## config.mk

```make
export PLATFORM = sky130hd
export DESIGN_NAME = csa_resolve64
export DESIGN_NICKNAME = d
export VERILOG_FILES = /design/src/rtl/mplier_pkg.sv /design/src/rtl/cpa_slice.sv /design/src/rtl/csa_resolve64.sv
export SDC_FILE = /design/constraint.sdc
export NUM_CORES = 1
export LEC_CHECK = 0
export CAP_MARGIN = 40
export CORE_MARGIN = 2
export CORE_UTILIZATION = 52
export DETAILED_ROUTE_END_ITERATION = 6
export GPL_TIMING_DRIVEN = 0
export HOLD_SLACK_MARGIN = 0.1
export PLACE_DENSITY_LB_ADDON = 0.05
export SLEW_MARGIN = 20
export SYNTH_ARGS = -nofsm -noshare
export SYNTH_HDL_FRONTEND = slang
export SYNTH_SLANG_ARGS = --single-unit
```

## constraint.sdc

```tcl
create_clock -name clk -period 4.3 [get_ports clk]
set_clock_uncertainty 0.1 [all_clocks]
set_input_delay 0.86 -clock clk [delete_from_list [all_inputs] [get_ports clk]]
set_output_delay 0.86 -clock clk [all_outputs]
set_load 0.01 [all_outputs]
```

## src/rtl/mplier_pkg.sv

```systemverilog
// Constants and types shared across the multiplier datapath.
// The multiplier top reuses this package when it inserts its pipeline registers.
package mplier_pkg;
    localparam int PROD_W  = 64;
    localparam int SPLIT_W = 32;
    localparam int TAG_W   = 4;

    typedef struct packed {
        logic [PROD_W-1:0] sums;
        logic [PROD_W-1:0] couts;
    } cs_pair_t;
endpackage

```

## src/rtl/cpa_slice.sv

```systemverilog
// N-bit carry-propagate adder slice with carry-in and carry-out.
module cpa_slice #(
    parameter int N = 32
) (
    input  logic [N-1:0] a_i,
    input  logic [N-1:0] b_i,
    input  logic         cin_i,
    output logic [N-1:0] sum_o,
    output logic         cout_o
);
    assign {cout_o, sum_o} = {1'b0, a_i} + {1'b0, b_i} + {{N{1'b0}}, cin_i};
endmodule

```

## src/rtl/csa_resolve64.sv

```systemverilog
// Two-stage split carry-propagate add that collapses a carry-save pair into the product,
// with valid/ready handshakes on both sides and a tag carried in order.
module csa_resolve64
    import mplier_pkg::*;
#(
    parameter int WIDTH = PROD_W,
    parameter int SPLIT = SPLIT_W,
    parameter int TAG_W = mplier_pkg::TAG_W
) (
    input  logic             clk,
    input  logic             rst,
    input  logic             in_valid,
    output logic             in_ready,
    input  logic [WIDTH-1:0] sums,
    input  logic [WIDTH-1:0] couts,
    input  logic [TAG_W-1:0] in_tag,
    output logic             out_valid,
    input  logic             out_ready,
    output logic [WIDTH-1:0] product,
    output logic [TAG_W-1:0] out_tag
);
    localparam int HW = WIDTH - SPLIT;

    logic [WIDTH-1:0] c_eff;
    logic [SPLIT-1:0] lo_sum;
    logic             lo_cout;
    logic [HW-1:0]    hi_sum;
    logic             hi_cout;
    logic             s1_load, s2_load;

    logic             s1_valid_q,   s1_valid_d;
    logic [SPLIT-1:0] s1_lo_q,      s1_lo_d;
    logic             s1_carry_q,   s1_carry_d;
    logic [HW-1:0]    s1_sums_hi_q, s1_sums_hi_d;
    logic [HW-1:0]    s1_c_hi_q,    s1_c_hi_d;
    logic [TAG_W-1:0] s1_tag_q,     s1_tag_d;
    logic             out_valid_q,  out_valid_d;
    logic [WIDTH-1:0] product_q,    product_d;
    logic [TAG_W-1:0] out_tag_q,    out_tag_d;

    // couts carries weight 2^(i+1); its top bit falls off the end of the product.
    assign c_eff = {couts[WIDTH-2:0], 1'b0};

    logic unused_bits;
    assign unused_bits = ^{couts[WIDTH-1], hi_cout};

    cpa_slice #(.N(SPLIT)) u_lo (
        .a_i   (sums[SPLIT-1:0]),
        .b_i   (c_eff[SPLIT-1:0]),
        .cin_i (1'b0),
        .sum_o (lo_sum),
        .cout_o(lo_cout)
    );

    cpa_slice #(.N(HW)) u_hi (
        .a_i   (s1_sums_hi_q),
        .b_i   (s1_c_hi_q),
        .cin_i (s1_carry_q),
        .sum_o (hi_sum),
        .cout_o(hi_cout)
    );

    assign in_ready = !s1_valid_q || !out_valid_q || out_ready;
    assign s1_load  = in_valid && in_ready;
    assign s2_load  = s1_valid_q && (!out_valid_q || out_ready);

    always_comb begin
        s1_lo_d      = s1_lo_q;
        s1_carry_d   = s1_carry_q;
        s1_sums_hi_d = s1_sums_hi_q;
        s1_c_hi_d    = s1_c_hi_q;
        s1_tag_d     = s1_tag_q;
        product_d    = product_q;
        out_tag_d    = out_tag_q;
        s1_valid_d   = s1_load || (s1_valid_q && !s2_load);
        out_valid_d  = s2_load || (out_valid_q && !out_ready);
        if (s1_load) begin
            s1_lo_d      = lo_sum;
            s1_carry_d   = lo_cout;
            s1_sums_hi_d = sums[WIDTH-1:SPLIT];
            s1_c_hi_d    = c_eff[WIDTH-1:SPLIT];
            s1_tag_d     = in_tag;
        end
        if (s2_load) begin
            product_d = {hi_sum, s1_lo_q};
            out_tag_d = s1_tag_q;
        end
    end

    always_ff @(posedge clk) begin
        if (rst) begin
            s1_valid_q   <= 1'b0;
            s1_lo_q      <= '0;
            s1_carry_q   <= 1'b0;
            s1_sums_hi_q <= '0;
            s1_c_hi_q    <= '0;
            s1_tag_q     <= '0;
            out_valid_q  <= 1'b0;
            product_q    <= '0;
            out_tag_q    <= '0;
        end else begin
            s1_valid_q   <= s1_valid_d;
            s1_lo_q      <= s1_lo_d;
            s1_carry_q   <= s1_carry_d;
            s1_sums_hi_q <= s1_sums_hi_d;
            s1_c_hi_q    <= s1_c_hi_d;
            s1_tag_q     <= s1_tag_d;
            out_valid_q  <= out_valid_d;
            product_q    <= product_d;
            out_tag_q    <= out_tag_d;
        end
    end

    assign out_valid = out_valid_q;
    assign product   = product_q;
    assign out_tag   = out_tag_q;
endmodule

```

==> metrics.yaml, run 1 <==
final_common_cell: "nand2_1"
power.internal_w: 0.00303
die_h_um: 139
async_flop_share_pct: 0
ys_seq_area_share_pct: 36.3
final-max-slew-violation-count: 0
hold_class: "reg2reg"
cts_tree: "done"
routed_via_density: 5.70
grt.overflow.total: 0
vias: 9555
p_sw_share_pct: 28.4
p_switching_w: 0.00120
cap_violations: 0
ios: 206
fp.dieW_um: 139
route.detailed.drc: 0
design.core.area_um2: 17900
rsz0062_at_grt: "no"
grtUsageMet2_pct: 46.8
yosysWarnings: 0
ant_nets: 0
path_class: "reg2reg"
clkLatencyLatePin_ns: 0.43
portBuffers: 204
start_util_pct: 52.7
dpl-instance-area_um2: 11800
root_buffer: "clkbuf_16"
drt_first_pass_iters: 5
ys_ff_latch: 171
tns_ns: 0
dp_hpwl_um: 22100
postRouteWirelength_um: 29200
fin_area_um2: 12400
numCtsBuffers: 17
use_met1_pct: 42.7
syn_nets: 1410
area.growth.synth_to_final_pct: 31.2
track_usage_pct: 29.6
cts_resized: 0
peakVddDrop_mv: 0.274
synth_edf_count: 0
worstPathRequired_ns: 4.53
stdcell_count: 1676
layout-drive-gt1-share_pct: 4.98
finalSetupViolations: 0
wire_per_inst_um: 17.5
total_power_w: 0.00424
relSlewSlack_pct: 52.9
tightest_slew_ns: 0.688
finalHoldViolCount: 0
final_min_period_over_clock_period_pct: 79.3
syn-instance-count: 1210
powerDensity_nw_per_um2: 342
grt_max_degree: 17
drt_iter0_drc: 777
leakage_nw: 4.89
cp_max_fo: 4
seqPwrFrac_pct: 41.0
synth_cell_type_count: 74
dieArea_um2: 19200
top_usage_layer: "met2"
combinationalPowerShare_pct: 20.8
synth_flop_cell: "dfxtp_1"
ctsLongestPathBuffers: 2
outcome: "finished, final reports clean"
syn_avg_cell_area_um2: 7.80
worstSetupStartpointType: "flop"
place_congestion: 0.942
place_inst: 1643
hold_buffers: 0
first_global_vias: 8815
crit_path_end_kind: "flop"
crit_arrival_ns: 3.64
postCtsSetupRepairBufs: 0
cts.sinks: 171
timing.fmax_mhz: 293
htree_levels: 4
clock_power_share_pct: 38.2
final_nets: 1633
clk_pin_slew_ns: 0.07
fin_crit_ns: 3.41
rows: 49
gr-usage-met3_pct: 4.42
final_cell_mix: "nand2_1 (309), clkdlybuf4s50_1 (204), a21oi_1 (192), dfxtp_1 (171), ha_1 (61)"
grt_antenna_before_repair: 1
synth_area_um2: 9440
r2r_slack_ns: 0.89
grt_pass1_wl_um: 46200
## layer usage
layer,share of wire [%],vias up,wire length (um)
li1,-,4716,-
met1,47,4464,13800
met2,44,340,13000
met3,6.8,35,2000
met4,1.6,0,465
met5,0,-,0
## kinds of logic after synthesis
group,share of synthesized area [%]
AOI/OAI and AO/OA,24.8
and+or+nand+nor,22.0
muxes,0.212
xor gates and xnor gates,3.25
DFF,36.3
buffers and inverters,4.76
adders and majority gates,8.72
## path summary, 6_finish.rpt
check                                              start                       end  cells after the start
worst min register to register  s1_lo_q[24]$_SDFFE_PP0P_  s1_lo_q[24]$_SDFFE_PP0P_                      2
worst min-delay path            s1_lo_q[24]$_SDFFE_PP0P_  s1_lo_q[24]$_SDFFE_PP0P_                      2
worst max register to register   s1_carry_q$_SDFFE_PP0P_  product[48]$_SDFFE_PP0P_                      9
worst max-delay path             s1_carry_q$_SDFFE_PP0P_  product[48]$_SDFFE_PP0P_                      9
## layout make-up
cell class,instances,area (um^2)
multi-input cells,952,5570
fillers,1573,5520
flip-flops and latches,171,3420
repair buffers,204,2040
clock buffers,19,453
plain buffers,73,397
well taps,229,287
clock inverters,13,164
inverters,14,52.6
diodes,1,2.50
## power groups by stage
stage	combinational, W	sequential, W	clock (W)
6_report	0.000882	0.00174	0.00162
5_1_grt	0.000962	0.00175	0.00170
4_1_cts	0.000874	0.00174	0.00162
3_5_place_dp	0.000866	0.00177	0
3_3_place_gp	0.000855	0.00177	0
2_1_floorplan	0.000514	0.00177	0
## critical path: stages, from the launching register on
cell and delay, ns:
dfxtp_1 0.34, fa_1 0.48, fa_1 0.47, a211o_1 0.37, a211oi_2 0.24, nor2_1 0.11
a311oi_2 0.49, nor3_1 0.12, or3_1 0.33, a32o_1 0.24
## registers in the layout, summed over array words and instances (netlist names)
| register | cells |
|---|---|
| s1_tag_q | 4 |
| s1_c_hi_q | 32 |
| s1_valid_q | 1 |
| out_valid | 1 |
| s1_lo_q | 32 |
| s1_carry_q | 1 |
| out_tag | 4 |
| product | 64 |
| s1_sums_hi_q | 32 |
## stage by stage
step	hold slack [ns]	utilization [%]	setup slack, ns
6_report	0.347	69.2	0.889
5_1_grt	0.361	69.2	0.758
4_1_cts	0.347	69.2	0.919
3_5_place_dp	0.339	65.7	0.539
3_3_place_gp	0.333	65.7	0.536
2_1_floorplan	0.325	-	1.30
## synthesized netlist by cell type (all sizes together), types with 3 or more instances
cell type / instances / area [um^2]
ha: 61 / 763
a21o: 29 / 218
fa: 3 / 60.1
or2: 3 / 18.8
o21ai: 47 / 235
a32o: 4 / 40.0
a31oi: 8 / 50.1
dfxtp: 171 / 3420
nor3: 13 / 65.1
o31ai: 5 / 37.5
clkbuf: 60 / 315
nand4: 19 / 119
or3: 13 / 83.8
o21a: 10 / 76.3
o21bai: 10 / 75.1
inv: 14 / 52.6
and3: 10 / 65.1
a211oi: 17 / 138
o31a: 3 / 26.3
nor2b: 5 / 31.3
nor4: 7 / 43.8
buf: 12 / 72.6
nand2: 309 / 1160
xor2: 12 / 105
o211ai: 11 / 82.6
nor2: 59 / 221
a211o: 8 / 71.3
xnor2: 23 / 201
a21oi: 195 / 987
a2111oi: 5 / 81.3
nand3b: 9 / 67.6
and2: 3 / 18.8
nand3: 8 / 40.0
nand2b: 5 / 31.3
Power figures use the tool's default switching activity.
==> run 2: changes to the inputs <==
CORE_UTILIZATION = 47   (was 52)
clock period = 3.1 ns   (was 4.3 ns; I/O delays follow)
==> metrics.yaml, run 2 (synthesized netlist as in run 1, its figures left out) <==
final_nets: 1640
final_common_cell: "nand2_1"
final-max-slew-violation-count: 0
tns_ns: 0
crit_path_end_kind: "flop"
numCtsBuffers: 17
root_buffer: "clkbuf_16"
clkLatencyLatePin_ns: 0.44
cp_max_fo: 3
wire_per_inst_um: 16.8
peakVddDrop_mv: 0.334
timing.fmax_mhz: 323
min_to: "product[25]$_SDFFE_PP0P_"
reg2reg_from: "s1_c_hi_q[0]$_SDFFE_PP0P_"
wl_met3_um: 1960
area.growth.synth_to_final_pct: 32.4
portBuffers: 204
vias: 9459
grt.overflow.total: 0
ios: 206
final_cell_mix: "nand2_1 (309), clkdlybuf4s50_1 (204), a21oi_1 (191), dfxtp_1 (170), ha_1 (61)"
wl_met1_um: 14100
r2r_slack_ns: 0.004
grt_pass1_wl_um: 46100
ctsLongestPathBuffers: 2
drt_iter0_drc: 564
ant_nets: 0
worstSetupStartpointType: "flop"
tightest_slew_ns: 0.758
grt_max_degree: 17
leakage_nw: 4.92
layout-drive-gt1-share_pct: 6.26
cap_violations: 0
crit_arrival_ns: 3.31
dieArea_um2: 21200
htree_levels: 4
fin_crit_ns: 3.10
path_cells: "fa_2 > fa_2 > a211o_1 > a211oi_2 > nor2_2 > a311oi_4 > buf_4 > o211ai_1 > a31oi_1 > o21ai_1"
rsz0062_at_grt: "yes"
start_util_pct: 48.2
route.detailed.drc: 0
fp.dieW_um: 146
first_global_vias: 8785
worstPathRequired_ns: 3.32
rows: 51
worst_path_most_repeated_cell: "fa_2"
hp-start: "s1_lo_q[25]$_SDFFE_PP0P_"
final_min_period_over_clock_period_pct: 99.9
reg2regPathDepth: 10
relSlewSlack_pct: 48.2
cts.sinks: 171
outcome: "finished, final reports clean"
top_layer_used: "met4"
postRouteWirelength_um: 28900
r2r_end: "product[60]$_SDFFE_PP0P_"
die_h_um: 146
total_power_w: 0.00573
slowest_delay_ns: 0.41
grt_antenna_before_repair: 2
design.core.area_um2: 19600
largest_register_ffs: 64
finalHoldViolCount: 0
powerDensity_nw_per_um2: 459
place_congestion: 0.921
dp_hpwl_um: 21900
cpMaxStageDelayCell: "fa_2"
hold_path_depth: 2
cts_tree: "done"
clk_pin_slew_ns: 0.07
finalSetupViolations: 0
path_class: "reg2reg"
hold_class: "reg2reg"
drt_first_pass_iters: 5
track_usage_pct: 26.8
routed-wl-met2_um: 12500
routed_via_density: 5.50
==> run 2: changes by cell type in the layout (fill, tap and decap cells not counted), moves of 2 or more <==
cell | previous run | this run
buf_4 | 2 | 9
fa_1 | 3 | 0
fa_2 | 0 | 3
bufinv_16 | 3 | 1
clkbuf_2 | 0 | 2
nor2_1 | 59 | 57
nor2_2 | 0 | 2
==> run 2: worst max-delay path by stage <==
stage / cells after the start / to / slack (ns) / from
after floorplan: 8 / product[54]$_SDFFE_PP0P_ / 0.10 / s1_carry_q$_SDFFE_PP0P_
after global placement: 9 / s1_lo_q[30]$_SDFFE_PP0P_ / -0.43 / sums[2]
after detailed placement: 10 / s1_lo_q[29]$_SDFFE_PP0P_ / -0.44 / sums[1]
after CTS: 8 / product[54]$_SDFFE_PP0P_ / 0.002 / s1_c_hi_q[0]$_SDFFE_PP0P_
after global routing: 9 / product[62]$_SDFFE_PP0P_ / -0.09 / s1_c_hi_q[0]$_SDFFE_PP0P_
final: 10 / product[60]$_SDFFE_PP0P_ / 0.004 / s1_c_hi_q[0]$_SDFFE_PP0P_
==> run 2: layout make-up <==
| class | instances | area, um^2 |
|---|---|---|
| Sequential cell | 171 | 3420 |
| Tap cell | 265 | 332 |
| Fill cell | 1832 | 7100 |
| Buffer | 73 | 399 |
| Timing Repair Buffer | 211 | 2090 |
| Multi-Input combinational cell | 952 | 5610 |
| Clock buffer | 20 | 467 |
| Clock inverter | 12 | 113 |
| Inverter | 14 | 52.6 |
| Antenna cell | 2 | 5.00 |
==> run 2: stage by stage <==
step	area [um^2]	utilization (%)	cells	worst slack [ns]	hold WS [ns]
after floorplan	9440	-	1210	0.105	0.325
after global placement	11800	60.3	1679	-0.427	0.335
after detailed placement	11800	60.3	1679	-0.442	0.340
after CTS	12500	63.6	1716	0.00244	0.347
after global routing	12500	63.8	1719	-0.0921	0.365
final	12500	63.8	1720	0.00367	0.343
==> run 2: metal layers <==
metal / up-vias / global-route usage (%)
met3: 24 / 5.92
met2: 302 / 40.5
met5: - / 0
li1: 4731 / -
met1: 4402 / 39.2
met4: 0 / 5.34
==> run 2: worst max-delay path: cells and delay by family (launching register included) <==
kind                       cells  cell delay, ns
DFF                            1            0.34
AOI/OAI and AO/OA              6            1.45
and+or+nand+nor                1            0.09
buffers and inverters          1            0.19
adders and majority gates      2            0.80
==> run 2: where the power goes <==
group	leakage (nW)	total (W)	internal, W	switching (W)
Sequential	1.40	0.00241	0.00233	0.0000799
Clock	0.283	0.00210	0.00118	0.000919
Combinational	3.24	0.00123	0.000567	0.000659
Total	4.92	0.00573	0.00408	0.00166
==> run 2: what timing repair did <==
action                     in CTS  in global routing
setup endpoints to repair       8                 21
resized for setup               5                 12
pin swaps                       9                 10
setup buffers                   5                  2
cloned                          0                  0
hold buffers                    0                  0
==> run 3: changes to the inputs <==
GPL_TIMING_DRIVEN = 1   (was 0)
==> metrics.yaml, run 3 (synthesized netlist as in run 1, its figures left out) <==
outcome: "finished, final reports clean"
routed-wl-met2_um: 12000
layout-drive-gt1-share_pct: 9.64
leakage_nw: 5.12
drt_first_pass_iters: 6
path_class: "reg2reg"
fillers: 1732
root_buffer: "clkbuf_16"
cts.sinks: 171
top_layer_used: "met4"
dp_hpwl_um: 19700
postRouteWirelength_um: 26600
ctsLongestPathBuffers: 2
clkLatencyLatePin_ns: 0.43
track_usage_pct: 24.9
numCtsBuffers: 17
ios: 206
first_global_vias: 8803
worstPathRequired_ns: 3.31
start_util_pct: 48.2
cap_violations: 0
final_common_cell: "nand2_1"
fp.dieW_um: 146
clk_pin_slew_ns: 0.07
wl_met3_um: 1740
grt_antenna_before_repair: 3
r2r_slack_ns: 0.09
tightest_slew_ns: 0.675
routed_via_density: 5.49
seqCellArea_um2: 3420
grt.overflow.total: 0
multiInputGateArea_um2: 5580
relSlewSlack_pct: 55.0
area.growth.synth_to_final_pct: 34.7
crit_arrival_ns: 3.22
rsz0062_at_grt: "yes"
crit_path_end_kind: "flop"
final_cell_mix: "nand2_1 (308), clkdlybuf4s50_1 (203), a21oi_1 (192), dfxtp_1 (170), buf_4 (78)"
timing.fmax_mhz: 333
dieArea_um2: 21200
hold_class: "reg2reg"
powerDensity_nw_per_um2: 474
grt_max_degree: 66
cp_max_fo: 3
wire_per_inst_um: 15.5
drt_iter0_drc: 568
final_min_period_over_clock_period_pct: 97.0
cts_tree: "done"
stdcell_count: 1718
largest_register_ffs: 64
place_congestion: 0.904
place_worst_setup_slack_ns: -0.340
grt_pass1_wl_um: 43800
ant_nets: 0
peakVddDrop_mv: 0.391
wl_met1_um: 12500
final_nets: 1639
place_inst: 1682
vias: 9432
design.core.area_um2: 19600
fin_crit_ns: 3.01
worstSetupStartpointType: "flop"
htree_levels: 4
rows: 51
finalHoldViolCount: 0
total_power_w: 0.00602
whs_ns: 0.348
finalSetupViolations: 0
die_h_um: 146
route.detailed.drc: 0
portBuffers: 204
fin_ws_ns: 0.0939
final-max-slew-violation-count: 0
==> run 3: cell types whose count changed in the layout (fill, tap and decap cells not counted), moves of 3 or more <==
cell / previous run / this run
clkbuf_8: 12 / 1
bufinv_16: 1 / 5
buf_4: 9 / 78
buf_1: 3 / 0
buf_2: 4 / 0
clkbuf_1: 50 / 1
==> run 3: final timing paths <==
| kind | from | cells after the start | to |
|---|---|---|---|
| max | s1_c_hi_q[0]$_SDFFE_PP0P_ | 10 | product[56]$_SDFFE_PP0P_ |
| min | s1_lo_q[5]$_SDFFE_PP0P_ | 2 | product[5]$_SDFFE_PP0P_ |
| max reg2reg | s1_c_hi_q[0]$_SDFFE_PP0P_ | 10 | product[56]$_SDFFE_PP0P_ |
| min reg2reg | s1_lo_q[5]$_SDFFE_PP0P_ | 2 | product[5]$_SDFFE_PP0P_ |
==> run 3: cell type report <==
| type | instances | area share (%) |
|---|---|---|
| repair buffers | 283 | 20.9 |
| multi-input cells | 952 | 43.9 |
| flip-flops and latches | 171 | 26.9 |
| well taps | 265 | 2.61 |
| clock buffers | 19 | 3.48 |
| diodes | 1 | 0.0197 |
| clock inverters | 13 | 1.68 |
| inverters | 14 | 0.413 |
==> run 3: power by group <==
part           leakage [nW]  internal, W  switching, W  total, W
clock network         0.314      0.00146      0.000904   0.00236
logic                  3.40     0.000618      0.000632   0.00125
registers              1.40      0.00233     0.0000786   0.00241
==> run 3: critical path, cell delays in order (launching register included) <==
cell	delay (ns)
dfxtp_2	0.33
fa_2	0.41
fa_2	0.35
a211o_1	0.33
a211oi_2	0.24
nor2_1	0.10
a311oi_2	0.33
buf_4	0.20
o211ai_1	0.22
xnor2_1	0.21
o21ai_1	0.07
==> run 3: what timing repair did <==
action                                  4_1_cts  5_1_grt
endpoints found under the setup margin        6        8
cloned                                        0        0
pin swaps                                     6        7
hold buffers                                  0        0
resized for setup                             1        3
setup buffers                                 1        2
==> run 3: metrics by stage <==
stage	cell area [um^2]	TNS, ns	utilization [%]
after global routing	12700	-0.0571	64.9
after CTS	12700	0	64.8
final	12700	0	64.9
after detailed placement	12000	-3.34	61.4
after global placement	12000	-2.22	61.4
after floorplan	9440	0	-
==> run 3: layer usage <==
layer  vias to the layer above  global-route usage, %
li1                       4727                      -
met2                       288                   39.3
met1                      4391                   35.0
met3                        26                   5.49
met4                         0                   5.83
met5                         -                      0
